### src/rtl/lsu_riscv.sv
// lsu_riscv: load-store unit between the core decoder and data memory.
//
// Takes one load/store request, issues one word-aligned memory access, steers
// byte enables and store lanes, extends load data, and holds the core stalled
// until the access finishes. Misaligned or illegal-size requests and
// memory-ack timeouts end with a one-cycle error in DONE.
//
// Ports
//   clk_i            clock, rising edge
//   arstn_i          asynchronous active-low reset
//   lsu_req_i        core request, held while stalled
//   lsu_we_i         1=store, 0=load
//   lsu_size_i       funct3: 0=B 1=H 2=W 4=BU 5=HU
//   lsu_addr_i       byte address
//   lsu_data_i       store data
//   lsu_data_o       extended load data, valid in DONE
//   lsu_stall_req_o  stall core pipeline
//   lsu_err_o        access error, valid in DONE
//   data_req_o       memory request, high while BUSY
//   data_we_o        memory write enable
//   data_be_o        byte enables
//   data_addr_o      word-aligned address
//   data_wdata_o     lane-replicated store data
//   data_rdata_i     memory read word, valid with data_ack_i
//   data_ack_i       memory completion pulse
//
// state | meaning
// IDLE  | waiting for lsu_req_i; decode and legality check
// BUSY  | memory request outstanding, counting toward timeout
// DONE  | one-cycle completion: stall released, err/load data presented

module lsu_riscv #(
  parameter int MAX_WAIT = 255
) (
  input  logic        clk_i,
  input  logic        arstn_i,
  input  logic        lsu_req_i,
  input  logic        lsu_we_i,
  input  logic [2:0]  lsu_size_i,
  input  logic [31:0] lsu_addr_i,
  input  logic [31:0] lsu_data_i,
  output logic [31:0] lsu_data_o,
  output logic        lsu_stall_req_o,
  output logic        lsu_err_o,
  output logic        data_req_o,
  output logic        data_we_o,
  output logic [3:0]  data_be_o,
  output logic [31:0] data_addr_o,
  output logic [31:0] data_wdata_o,
  input  logic [31:0] data_rdata_i,
  input  logic        data_ack_i
);

  localparam logic [1:0] IDLE = 2'd0;
  localparam logic [1:0] BUSY = 2'd1;
  localparam logic [1:0] DONE = 2'd2;

  localparam int CW = (MAX_WAIT < 2) ? 1 : $clog2(MAX_WAIT + 1);
  localparam logic [CW-1:0] CNT_LAST = CW'(MAX_WAIT - 1);

  logic [1:0]    state_q, state_d;
  logic [CW-1:0] cnt_q, cnt_d;
  logic          err_q, err_d;
  logic [31:0]   rdata_q, rdata_d;
  logic          we_q, we_d;
  logic [3:0]    be_q, be_d;
  logic [31:0]   addr_q, addr_d;
  logic [31:0]   wdata_q, wdata_d;
  logic [2:0]    size_q, size_d;
  logic [1:0]    off_q, off_d;

  logic          illegal;
  logic [3:0]    be_new;
  logic [31:0]   wdata_new;

  function automatic logic [31:0] extend(input logic [2:0]  sz,
                                         input logic [1:0]  off,
                                         input logic [31:0] rd);
    logic [7:0]  b;
    logic [15:0] h;
    logic [31:0] r;
    b = rd[{off, 3'b000} +: 8];
    h = rd[{off[1], 4'b0000} +: 16];
    case (sz)
      3'd0:    r = {{24{b[7]}}, b};
      3'd1:    r = {{16{h[15]}}, h};
      3'd4:    r = {24'd0, b};
      3'd5:    r = {16'd0, h};
      default: r = rd;
    endcase
    return r;
  endfunction

  always_comb begin
    illegal = 1'b0;
    case (lsu_size_i)
      3'd0:    illegal = 1'b0;
      3'd1:    illegal = lsu_addr_i[0];
      3'd2:    illegal = |lsu_addr_i[1:0];
      3'd4:    illegal = lsu_we_i;
      3'd5:    illegal = lsu_we_i | lsu_addr_i[0];
      default: illegal = 1'b1;
    endcase
  end

  // BU/HU share the B/H lane layout, so only size[1:0] matters here.
  always_comb begin
    be_new    = 4'b1111;
    wdata_new = lsu_data_i;
    case (lsu_size_i[1:0])
      2'd0: begin
        be_new    = 4'b0001 << lsu_addr_i[1:0];
        wdata_new = {4{lsu_data_i[7:0]}};
      end
      2'd1: begin
        be_new    = 4'b0011 << {lsu_addr_i[1], 1'b0};
        wdata_new = {2{lsu_data_i[15:0]}};
      end
      default: begin
        be_new    = 4'b1111;
        wdata_new = lsu_data_i;
      end
    endcase
  end

  // err and load data default to zero so they are only ever non-zero in DONE.
  always_comb begin
    state_d = state_q;
    cnt_d   = cnt_q;
    err_d   = 1'b0;
    rdata_d = '0;
    we_d    = we_q;
    be_d    = be_q;
    addr_d  = addr_q;
    wdata_d = wdata_q;
    size_d  = size_q;
    off_d   = off_q;
    case (state_q)
      IDLE: begin
        if (lsu_req_i) begin
          if (illegal) begin
            err_d   = 1'b1;
            state_d = DONE;
          end else begin
            we_d    = lsu_we_i;
            be_d    = be_new;
            addr_d  = {lsu_addr_i[31:2], 2'b00};
            wdata_d = wdata_new;
            size_d  = lsu_size_i;
            off_d   = lsu_addr_i[1:0];
            cnt_d   = '0;
            state_d = BUSY;
          end
        end
      end
      BUSY: begin
        if (data_ack_i) begin
          rdata_d = we_q ? 32'd0 : extend(size_q, off_q, data_rdata_i);
          state_d = DONE;
        end else if (cnt_q == CNT_LAST) begin
          err_d   = 1'b1;
          state_d = DONE;
        end else begin
          cnt_d = cnt_q + CW'(1);
        end
      end
      DONE:    state_d = IDLE;
      default: state_d = IDLE;
    endcase
  end

  always_ff @(posedge clk_i or negedge arstn_i) begin
    if (!arstn_i) begin
      state_q <= IDLE;
      cnt_q   <= '0;
      err_q   <= 1'b0;
      rdata_q <= '0;
      we_q    <= 1'b0;
      be_q    <= '0;
      addr_q  <= '0;
      wdata_q <= '0;
      size_q  <= '0;
      off_q   <= '0;
    end else begin
      state_q <= state_d;
      cnt_q   <= cnt_d;
      err_q   <= err_d;
      rdata_q <= rdata_d;
      we_q    <= we_d;
      be_q    <= be_d;
      addr_q  <= addr_d;
      wdata_q <= wdata_d;
      size_q  <= size_d;
      off_q   <= off_d;
    end
  end

  assign lsu_stall_req_o = lsu_req_i & (state_q != DONE);
  assign lsu_err_o       = err_q;
  assign lsu_data_o      = rdata_q;
  assign data_req_o      = (state_q == BUSY);
  assign data_we_o       = we_q;
  assign data_be_o       = be_q;
  assign data_addr_o     = addr_q;
  assign data_wdata_o    = wdata_q;

endmodule

### config.mk
export PLATFORM = sky130hd
export DESIGN_NAME = lsu_riscv
export DESIGN_NICKNAME = d
export VERILOG_FILES = /design/src/rtl/lsu_riscv.sv
export SDC_FILE = /design/constraint.sdc
export NUM_CORES = 1
export LEC_CHECK = 0
export CAP_MARGIN = 20
export CELL_PAD_IN_SITES_DETAIL_PLACEMENT = 1
export CELL_PAD_IN_SITES_GLOBAL_PLACEMENT = 1
export CORE_AREA = 3 3 134 136
export DETAILED_ROUTE_END_ITERATION = 8
export DIE_AREA = 0 0 137 139
export MAX_ROUTING_LAYER = met4
export PLACE_DENSITY = 0.87
export SYNTH_ARGS = -nofsm -noshare
export SYNTH_HDL_FRONTEND = slang
export SYNTH_SLANG_ARGS = --single-unit
### constraint.sdc
create_clock -name clk_i -period 2.63 [get_ports clk_i]
set_clock_uncertainty 0.15 [all_clocks]
set_input_delay 0.526 -clock clk_i [delete_from_list [all_inputs] [get_ports clk_i]]
set_output_delay 0.526 -clock clk_i [all_outputs]
set_load 0.05 [all_outputs]
# Word level (Yosys, flattened, before mapping)
# Cells that the tools add are included.
# totals
out_inout_bits	104
input_bits	104
reg_bits	115
word_cells	65
# op_classes
bitwise	3
shifts	4
addsub	1
n_reduce_logical	9
n_eq_ne	16
n_mux	22
# ops
op	count
$pmux 32 s4	1
$mux 32	3
$pmux 32 s2	1
$mux 8	4
$shiftx 32x6->16	1
$shiftx 32x6->8	1
$pmux 8 s2	1
$eq 3x3->1 const B	4
$ne 2x2->1 const B	5
$add 8x1->8 const B	1
$eq 8x8->1 const B	1
$mux 2	4
$pmux 4 s2	1
$eq 3x1->1 const B	2
$logic_not 3->1	2
$pmux 1 s5	1
$reduce_and 5->1	1
$eq 2x1->1 const B	2
$logic_not 2->1	2
$mux 1	4
$pmux 2 s2	1
$shl 1x2->4 const A	1
$shl 2x2->4 const A	1
$eq 3x2->1 const B	1
other kinds (9)	9

# Depth between registers and ports, before layout
# Gate-level depths: netlist (run 1).
# depth
depth_word	5
depth_mapped	9
depth_no_buf	8

# Least setup slack after synthesis (run 1)
# No wires, ideal clock.
# synth_timing
kind	input -> output
start	input port lsu_req_i
end	output port lsu_stall_req_o
required_ns	1.954
path_stages	1
path_slack_ns	0.289
arrival_ns	1.665
path_cell_list	a21boi_0
# synth_between
elab_chain_len	1
# synth_rtl
item	line	rtl
start: declaration	37	input logic lsu_req_i,
$and 1x1->1	198	assign lsu_stall_req_o = lsu_req_i & (state_q != DONE);
end: declaration	43	output logic lsu_stall_req_o,
# No other way between the ends.

# Final worst setup path (run 1)
# layout_timing
start	input port lsu_size_i[0]
end	register cnt_q[7]
# layout_between
elab_chain_len	4
word_cells_on_any_way	8
cone_classes	5 x eq/ne; 1 x mux; 2 x reduce/logical
# layout_rtl
item	line	rtl
start: declaration	39	input logic [2:0] lsu_size_i,
$eq 3x3->1 (tied with other cells)	96	case (lsu_size_i)
$pmux 1 s5 *	96	
$ne 2x2->1 (no line) *	-	
$reduce_and 5->1 (no line) *	-	
end signal: assignment	186	cnt_q <= cnt_d;
end: declaration	62	logic [CW-1:0] cnt_q, cnt_d;
# Mark *: on every way between the ends. The rest lies on a longest branch, timed or not.
# A chain may end at the register's enable or synchronous reset.

==> flow_summary.json, run 1 <==
{
  "final_nets": 873,
  "grt_pass1_vias": 5316,
  "grt_use_total_pct": 18.9,
  "port_buffers": 205,
  "ys_warn_count": 0,
  "yosys-top-cells-area": "dfrtp_1, nand2_1, mux2i_1",
  "status": "finished, final reports clean",
  "critical_path_class": "in2reg",
  "critPathMaxFanout": 7,
  "ant_nets": 0,
  "slew-limit-headroom_pct": 40.5,
  "drv_cap": 0,
  "io_pins": 208,
  "post_drt_wl_per_cell_um": 17.3,
  "ys_ff_latch": 115,
  "min_period_over_period_pct": 91.3,
  "htreeDepth": 4,
  "syn_to_final_growth_pct": 61.0,
  "cts_setup_buffers": 0,
  "cts_made_buffers": 17,
  "drt-initial-drc-count": 195,
  "die_w_um": 137,
  "setup_viol": 0,
  "worst_pin_slew_ns": 0.889,
  "final_cells": 1005,
  "multi_input_area_um2": 1940,
  "hold_viol": 0,
  "cts_tree": "built",
  "syn_inst": 552,
  "p_per_area_nw_per_um2": 1080,
  "dr.pass1.iters": 4,
  "route.detailed.drc": 0,
  "yosysUniqueCellTypes": 37,
  "syn_area_um2": 5010,
  "die_h_um": 139,
  "start_util_pct": 29.4,
  "numClockSinks": 115,
  "layout_min_cycle_time_ns": 2.40,
  "nFillCells": 1917,
  "drive_gt1_share_pct": 7.82,
  "rsz0062_at_grt": "no",
  "via_count": 4843,
  "synth_top_area_cell": "dfrtp_1",
  "ctsLongestPathBuffers": 2,
  "synth_area_per_cell_um2": 9.08,
  "hpwlAfterDp_um": 12600,
  "final_common_cell": "clkdlybuf4s50_1",
  "cts_resized": 0,
  "critPathArrivalTime_ns": 2.58,
  "ys_seq_area_share_pct": 57.4,
  "most-common-layout-cells": "clkdlybuf4s50_1, nand2_1, dfrtp_1",
  "hold_buffers": 1,
  "regArea_um2": 2880,
  "crit_required_ns": 2.80,
  "cp-end-kind": "flip-flop",
  "grt_max_degree": 63,
  "grt_overflow": 0,
  "place.gp.congestion": 0.866,
  "antenna_found_initial": 0,
  "min_path_type": "reg2reg",
  "hold_ws_ns": 0.325,
  "placedCellCount": 971,
  "rows": 48,
  "vdd_ir_drop_max_v": 0.000491,
  "grt_pass1_wl_um": 27400,
  "core-area_um2": 17100,
  "dieArea_um2": 19000,
  "antenna_cells": 0,
  "wl_um": 17400,
  "clkTransAtPathRegs_ns": 0.06,
  "viasPerCell": 4.82,
  "yosysTopAreaCellShare_pct": 57.4,
  "startpoint_type": "input pin",
  "maxSlewViolCount": 0,
  "worstSkewPairLatency_ns": 0.40,
  "clock-root-buffer": "clkbuf_16",
  "fmax_ghz": 0.417,
  "p_leak_nw": 3.71
}
-- logic make-up after synthesis --
group / count (synthesis) / synth area share [%]
compound gates: 104 / 11.8
fa+ha+maj: 2 / 0.499
buf+inv: 49 / 4.19
flops: 115 / 57.4
mux: 26 / 5.44
other cells: 1 / 0.0748
simple gates: 255 / 20.5
-- area by class of cell --
type	count	area share [%]
Clock inverter	8	1.53
Timing Repair Buffer	229	28.5
Clock buffer	24	6.09
Multi-Input combinational cell	389	24.0
Sequential cell	115	35.7
Inverter	15	0.698
Tap cell	225	3.49
-- registers in the layout (all words and copies together), names as in the netlist --
name,cells
cnt_q,8
data_addr_o,30
data_be_o,4
data_wdata_o,32
data_we_o,1
lsu_data_o,32
lsu_err_o,1
off_q,2
size_q,3
state_q,2
-- Yosys cell counts, drive strengths merged --
library cell	instances
ha	2
nand3b	2
nor2	39
a21boi	1
or3	5
and3	1
o21ai	41
o41ai	1
or4	1
a221oi	8
nand2b	6
nand2	180
clkbuf	15
conb	1
nand4	1
a31oi	1
a21oi	38
a211oi	1
or2	2
a21o	2
o22a	1
o31ai	1
mux4	1
dfrtp	115
nor4	1
nor3	11
o22ai	7
inv	15
buf	19
mux2i	25
a211o	1
a22o	1
nand3	6
-- through the flow --
step | power (W) | TNS (ns) | setup WS, ns | utilization (%) | instance area, µm²
after CTS | 0.00882 | 0 | 0.230 | 47.3 | 8060
after floorplan | 0.00486 | 0 | 0.289 | - | 5010
after global routing | 0.00920 | 0 | 0.109 | 47.3 | 8070
after global placement | 0.00623 | -0.377 | -0.0902 | 43.6 | 7440
final | 0.00872 | 0 | 0.229 | 47.3 | 8070
after detailed placement | 0.00634 | -1.74 | -0.137 | 43.6 | 7440
-- routing by layer --
layer	global-route usage [%]	share of wire (%)
met1	21.5	40
met2	31.5	50
met3	6.35	8.0
met4	5.67	1.7
met5	-	0
-- power breakdown --
| part | total [W] | internal (W) | leakage (nW) | switching, W |
|---|---|---|---|---|
| Clock | 0.00241 | 0.00159 | 0.296 | 0.000819 |
| Combinational | 0.00374 | 0.00125 | 1.92 | 0.00248 |
| Sequential | 0.00258 | 0.00224 | 1.49 | 0.000341 |
| Total | 0.00872 | 0.00508 | 3.71 | 0.00364 |
-- path summary, 6_finish.rpt --
check | slack, ns | startpoint | to | cells after the start
min in group asynchronous | 0.50 | arstn_i | data_addr_o[31] | 2
max in group asynchronous | 1.09 | arstn_i | data_addr_o[7] | 3
worst max register to register | 0.46 | cnt_q[0] | cnt_q[7] | 7
worst min register to register | 0.33 | data_wdata_o[0] | data_wdata_o[0] | 2
worst min-delay path | 0.33 | data_wdata_o[0] | data_wdata_o[0] | 2
worst max-delay path | 0.23 | lsu_size_i[0] | cnt_q[7] | 6
-- critical path, cell delays in order --
cell and delay [ns]:
clkdlybuf4s50_1 0.53, nor4_1 0.44, nor3_1 0.08, a211o_1 0.36, or4_1 0.48, a21oi_1 0.16
Note: power is estimated with default switching activity, not from simulation.
==> inputs of run 2 (changes only) <==
Settings changed: SLEW_MARGIN set to 20.
==> run 2 against run 1 <==
Compared with the run above:
- design area is essentially flat
- critical path depth is the same
- sequential power barely moved
- final cell count hardly changed
- clock power about the same
- hold slack about the same
- core utilization about the same
- fmax about the same
- combinational power barely moved
==> flow_summary.json, run 2 (synthesis results as in run 1) <==
{
  "drv_cap": 0,
  "regToRegStartpoint": "cnt_q[0]",
  "fmax_ghz": 0.417,
  "hold_path.startpoint": "data_wdata_o[0]",
  "wl_met2_um": 8740,
  "drive_gt1_share_pct": 7.83,
  "internal-power_w": 0.00507,
  "worst_r2r_endpoint": "cnt_q[7]",
  "utilization_pct": 47.3,
  "worstSkewPairLatency_ns": 0.41,
  "ant_nets": 0,
  "critPathArrivalTime_ns": 2.58,
  "ctsLongestPathBuffers": 2,
  "wl_met1_um": 6880,
  "syn_to_final_growth_pct": 60.9,
  "clkTransAtPathRegs_ns": 0.06,
  "viasPerCell": 4.80,
  "antenna_cells": 0,
  "placed_cell_area_um2": 7440,
  "route.met3.wl_um": 1400,
  "critPathMaxFanout": 7,
  "core-area_um2": 17100,
  "die_h_um": 139,
  "grt_use_total_pct": 18.9,
  "route.detailed.drc": 0,
  "setup_viol": 0,
  "wl_um": 17300,
  "pwr-share-clk_pct": 27.7,
  "top_layer_used": "met4",
  "design_area_um2": 8070,
  "cp-end-kind": "flip-flop",
  "hold_end": "data_wdata_o[0]",
  "crit_required_ns": 2.81,
  "htreeDepth": 4,
  "hold_depth": 2,
  "place.gp.congestion": 0.866,
  "rows": 48,
  "min_period_over_period_pct": 91.2,
  "io_pins": 208,
  "min_path_type": "reg2reg",
  "die_w_um": 137,
  "hpwlAfterDp_um": 12600,
  "port_buffers": 205,
  "slew-limit-headroom_pct": 40.2,
  "vdd_ir_drop_max_v": 0.000487,
  "cts_made_buffers": 17,
  "status": "finished, final reports clean",
  "final_common_cell": "clkdlybuf4s50_1",
  "seq_power_share_pct": 29.6,
  "layout_min_cycle_time_ns": 2.40,
  "dr.pass1.iters": 4,
  "grt_pass1_vias": 5316,
  "start_util_pct": 29.4,
  "p_leak_nw": 3.70,
  "rsz0062_at_grt": "no",
  "cts_setup_buffers": 0,
  "regToRegSetupSlack_ns": 0.46,
  "worst_pin_slew_ns": 0.893,
  "switching_share_pct": 41.8,
  "clock-root-buffer": "clkbuf_16",
  "power_frac_comb_pct": 42.7,
  "p_sw_w": 0.00364,
  "grt_max_degree": 63,
  "startpoint_type": "input pin",
  "antenna_found_initial": 0,
  "p_per_area_nw_per_um2": 1080,
  "drt-initial-drc-count": 161,
  "dieArea_um2": 19000,
  "via_count": 4819,
  "maxSlewViolCount": 0,
  "critical_path_class": "in2reg",
  "most-common-layout-cells": "clkdlybuf4s50_1, nand2_1, dfrtp_1",
  "grt_pass1_wl_um": 27400,
  "rr_worst_depth": 7,
  "final_nets": 872,
  "post_drt_wl_per_cell_um": 17.2,
  "numClockSinks": 115,
  "hold_viol": 0,
  "grt_overflow": 0,
  "cts_tree": "built"
}
run 2: changes by cell type in the layout (fill, tap and decap cells not counted), sizes merged:
cell,previous run,this run
buf,26,25
run 2: metrics by stage:
step / power, W / setup slack [ns] / TNS, ns / hold WS, ns / cells
after floorplan: 0.00486 / 0.289 / 0 / 0.0804 / 553
after global placement: 0.00623 / -0.0902 / -0.377 / 0.306 / 971
after detailed placement: 0.00634 / -0.137 / -1.74 / 0.316 / 971
after CTS: 0.00882 / 0.230 / 0 / 0.334 / 1004
after global routing: 0.00918 / 0.109 / 0 / 0.347 / 1004
final: 0.00871 / 0.231 / 0 / 0.325 / 1004
run 2: area by class of cell:
| class | count | area [µm²] |
|---|---|---|
| Clock buffer | 24 | 492 |
| Tap cell | 225 | 282 |
| Timing Repair Buffer | 228 | 2290 |
| Inverter | 15 | 56.3 |
| Sequential cell | 115 | 2880 |
| Fill cell | 1917 | 8990 |
| Multi-Input combinational cell | 389 | 1940 |
| Clock inverter | 8 | 124 |
run 2: how the worst max path moves through the flow:
stage                  startpoint               to  slack, ns  cells after the start
CTS                 lsu_size_i[0]         cnt_q[7]       0.23                      6
finish              lsu_size_i[0]         cnt_q[7]       0.23                      6
global placement    lsu_size_i[0]         cnt_q[7]      -0.09                      6
global route        lsu_size_i[0]         cnt_q[7]       0.11                      6
detailed placement  lsu_size_i[0]         cnt_q[4]      -0.14                      8
floorplan               lsu_req_i  lsu_stall_req_o       0.29                      1
run 2: routing by layer:
layer  vias up  GRT usage [%]
met4         0           5.67
li1       2254              -
met1      2371           21.5
met5         -              -
met3        23           6.35
met2       171           31.5
run 2: critical path, stage by stage:
cell	delay, ns
clkdlybuf4s50_1	0.53
nor4_1	0.44
nor3_1	0.08
a211o_1	0.36
or4_1	0.48
a21oi_1	0.16
run 2: timing repair:
action / in CTS / in global routing
endpoints found under the hold margin: 38 / 0
gates resized for setup: 0 / 0
hold buffers: 1 / 0
run 2: power by group through the flow:
stage	clock (W)	combinational, W	sequential [W]
after floorplan	0	0.000876	0.00398
after global placement	0	0.00366	0.00258
after detailed placement	0	0.00374	0.00260
after CTS	0.00247	0.00376	0.00258
after global routing	0.00256	0.00398	0.00265
final	0.00241	0.00372	0.00258
==> inputs of run 3 (changes only) <==
Settings changed: PLACE_DENSITY 0.87 to 0.81.
==> run 3 against run 2 <==
Compared with the run above:
- first-iteration DRC count is 20% higher
- highest routed layer unchanged
- setup slack improved by 0.034 ns
- total power down 0.52%
- die area unchanged
==> flow_summary.json, run 3 (synthesis results as in run 1) <==
{
  "status": "finished, final reports clean",
  "startpoint_type": "input pin",
  "crit_buf_inv": 1,
  "vdd_ir_drop_max_v": 0.000538,
  "hold_depth": 2,
  "cp-end-kind": "flip-flop",
  "worst_pin_slew_ns": 0.930,
  "p_leak_nw": 3.73,
  "setup_tns_ns": 0,
  "grt_overflow": 0,
  "placed_cell_area_um2": 7480,
  "die_h_um": 139,
  "start_util_pct": 29.4,
  "critPathMaxFanout": 7,
  "drv_cap": 0,
  "cpPeakStageDelay_ns": 0.51,
  "utilization_pct": 47.5,
  "regToRegSetupSlack_ns": 0.44,
  "hold_end": "data_addr_o[2]",
  "grt_pass1_wl_um": 27000,
  "regToRegStartpoint": "cnt_q[0]",
  "core-area_um2": 17100,
  "min_path_type": "reg2reg",
  "dr.pass1.iters": 4,
  "crit_required_ns": 2.81,
  "clock-root-buffer": "clkbuf_16",
  "port_buffers": 205,
  "switching_share_pct": 42.1,
  "numClockSinks": 115,
  "p_sw_w": 0.00365,
  "final_common_cell": "clkdlybuf4s50_1",
  "cts_resized": 0,
  "seq_power_share_pct": 29.7,
  "min_period_over_period_pct": 89.9,
  "placedCellCount": 977,
  "drive_gt1_share_pct": 8.66,
  "rows": 48,
  "hold_ws_ns": 0.322,
  "slowest_stage": "clkdlybuf4s50_1",
  "grt_use_total_pct": 18.5,
  "critical_path_class": "in2reg",
  "ctsLongestPathBuffers": 2,
  "layout_min_cycle_time_ns": 2.37,
  "cts_setup_buffers": 0,
  "dieArea_um2": 19000,
  "hold_path.startpoint": "data_addr_o[2]",
  "p_per_area_nw_per_um2": 1070,
  "post_drt_wl_per_cell_um": 16.6,
  "final_cells": 1010,
  "worstSkewPairLatency_ns": 0.40,
  "clkTransAtPathRegs_ns": 0.06,
  "design_area_um2": 8100,
  "grt_pass1_vias": 5122,
  "cts_tree": "built",
  "io_pins": 208,
  "viasPerCell": 4.68,
  "hold_viol": 0,
  "setup_viol": 0,
  "fmax_ghz": 0.423,
  "cts_made_buffers": 17,
  "final_nets": 878,
  "internal-power_w": 0.00502,
  "critPathArrivalTime_ns": 2.54,
  "via_count": 4728,
  "power_frac_comb_pct": 43.1,
  "place.gp.congestion": 0.793,
  "maxSlewViolCount": 0,
  "htreeDepth": 4,
  "route.detailed.drc": 0,
  "crit_path_cell_trace": "clkdlybuf4s50_1 > a221oi_1 > nor3_1 > a211o_1 > or4_1 > a21oi_1",
  "die_w_um": 137,
  "ant_nets": 0,
  "antenna_cells": 0,
  "hold_buffers": 1,
  "hpwlAfterDp_um": 12400,
  "drt-initial-drc-count": 193,
  "wl_um": 16800,
  "pwr-share-clk_pct": 27.2,
  "path_delay_family": "compound AO/OA/AOI/OAI gates",
  "rsz0062_at_grt": "no",
  "antenna_found_initial": 0,
  "worst_r2r_endpoint": "cnt_q[7]",
  "slew-limit-headroom_pct": 37.8,
  "most-common-layout-cells": "clkdlybuf4s50_1, nand2_1, dfrtp_1",
  "syn_to_final_growth_pct": 61.5,
  "rr_worst_depth": 7,
  "grt_max_degree": 44
}
-- run 3: changes by cell type in the layout (fill, tap and decap cells not counted), sizes merged --
cell	change
buf	+6
clkbuf	-5
clkinv	+5
-- run 3: routing by layer --
| layer | GRT usage, % | up-vias | wire length [µm] |
|---|---|---|---|
| li1 | - | 2266 | - |
| met1 | 21.0 | 2277 | 6990 |
| met2 | 30.0 | 161 | 8050 |
| met3 | 7.66 | 24 | 1470 |
| met4 | 5.15 | 0 | 261 |
| met5 | - | - | 0 |
-- run 3: area by class of cell --
class	instances	area (µm²)
fill	1981	8960
sequential	115	2880
timing repair buffer	234	2340
multi-input combinational	389	1940
clock buffer	19	443
tap	225	282
clock inverter	13	160
inverter	15	56.3
-- run 3: worst register-to-register path: stages (launching register included) --
cell	delay (ns)
dfrtp_1	0.47
inv_1	0.08
ha_1	0.20
nand3_1	0.10
nor2_1	0.07
a211o_1	0.39
or4_1	0.49
a21oi_1	0.16
-- run 3: per-stage QoR --
step / worst slack (ns) / total power (W)
floorplan: 0.289 / 0.00486
global placement: -0.0582 / 0.00629
detailed placement: -0.113 / 0.00636
CTS: 0.267 / 0.00877
global route: 0.190 / 0.00914
finish: 0.265 / 0.00867
-- run 3: power groups by stage --
stage	clock, W	combinational [W]	sequential [W]
2_1_floorplan	0	0.000876	0.00398
6_report	0.00236	0.00373	0.00258
3_5_place_dp	0	0.00376	0.00261
5_1_grt	0.00251	0.00399	0.00265
4_1_cts	0.00241	0.00377	0.00258
3_3_place_gp	0	0.00370	0.00259
-- run 3: worst max path at each step --
stage	from	endpoint	slack, ns	depth (start not counted)
2_1_floorplan	lsu_req_i	lsu_stall_req_o	0.29	1
3_3_place_gp	lsu_addr_i[0]	cnt_q[7]	-0.06	6
3_5_place_dp	lsu_size_i[0]	cnt_q[7]	-0.11	6
4_1_cts	data_we_o	data_we_o	0.27	1
5_1_grt	lsu_size_i[0]	cnt_q[4]	0.19	8
6_report	lsu_size_i[0]	cnt_q[7]	0.26	6
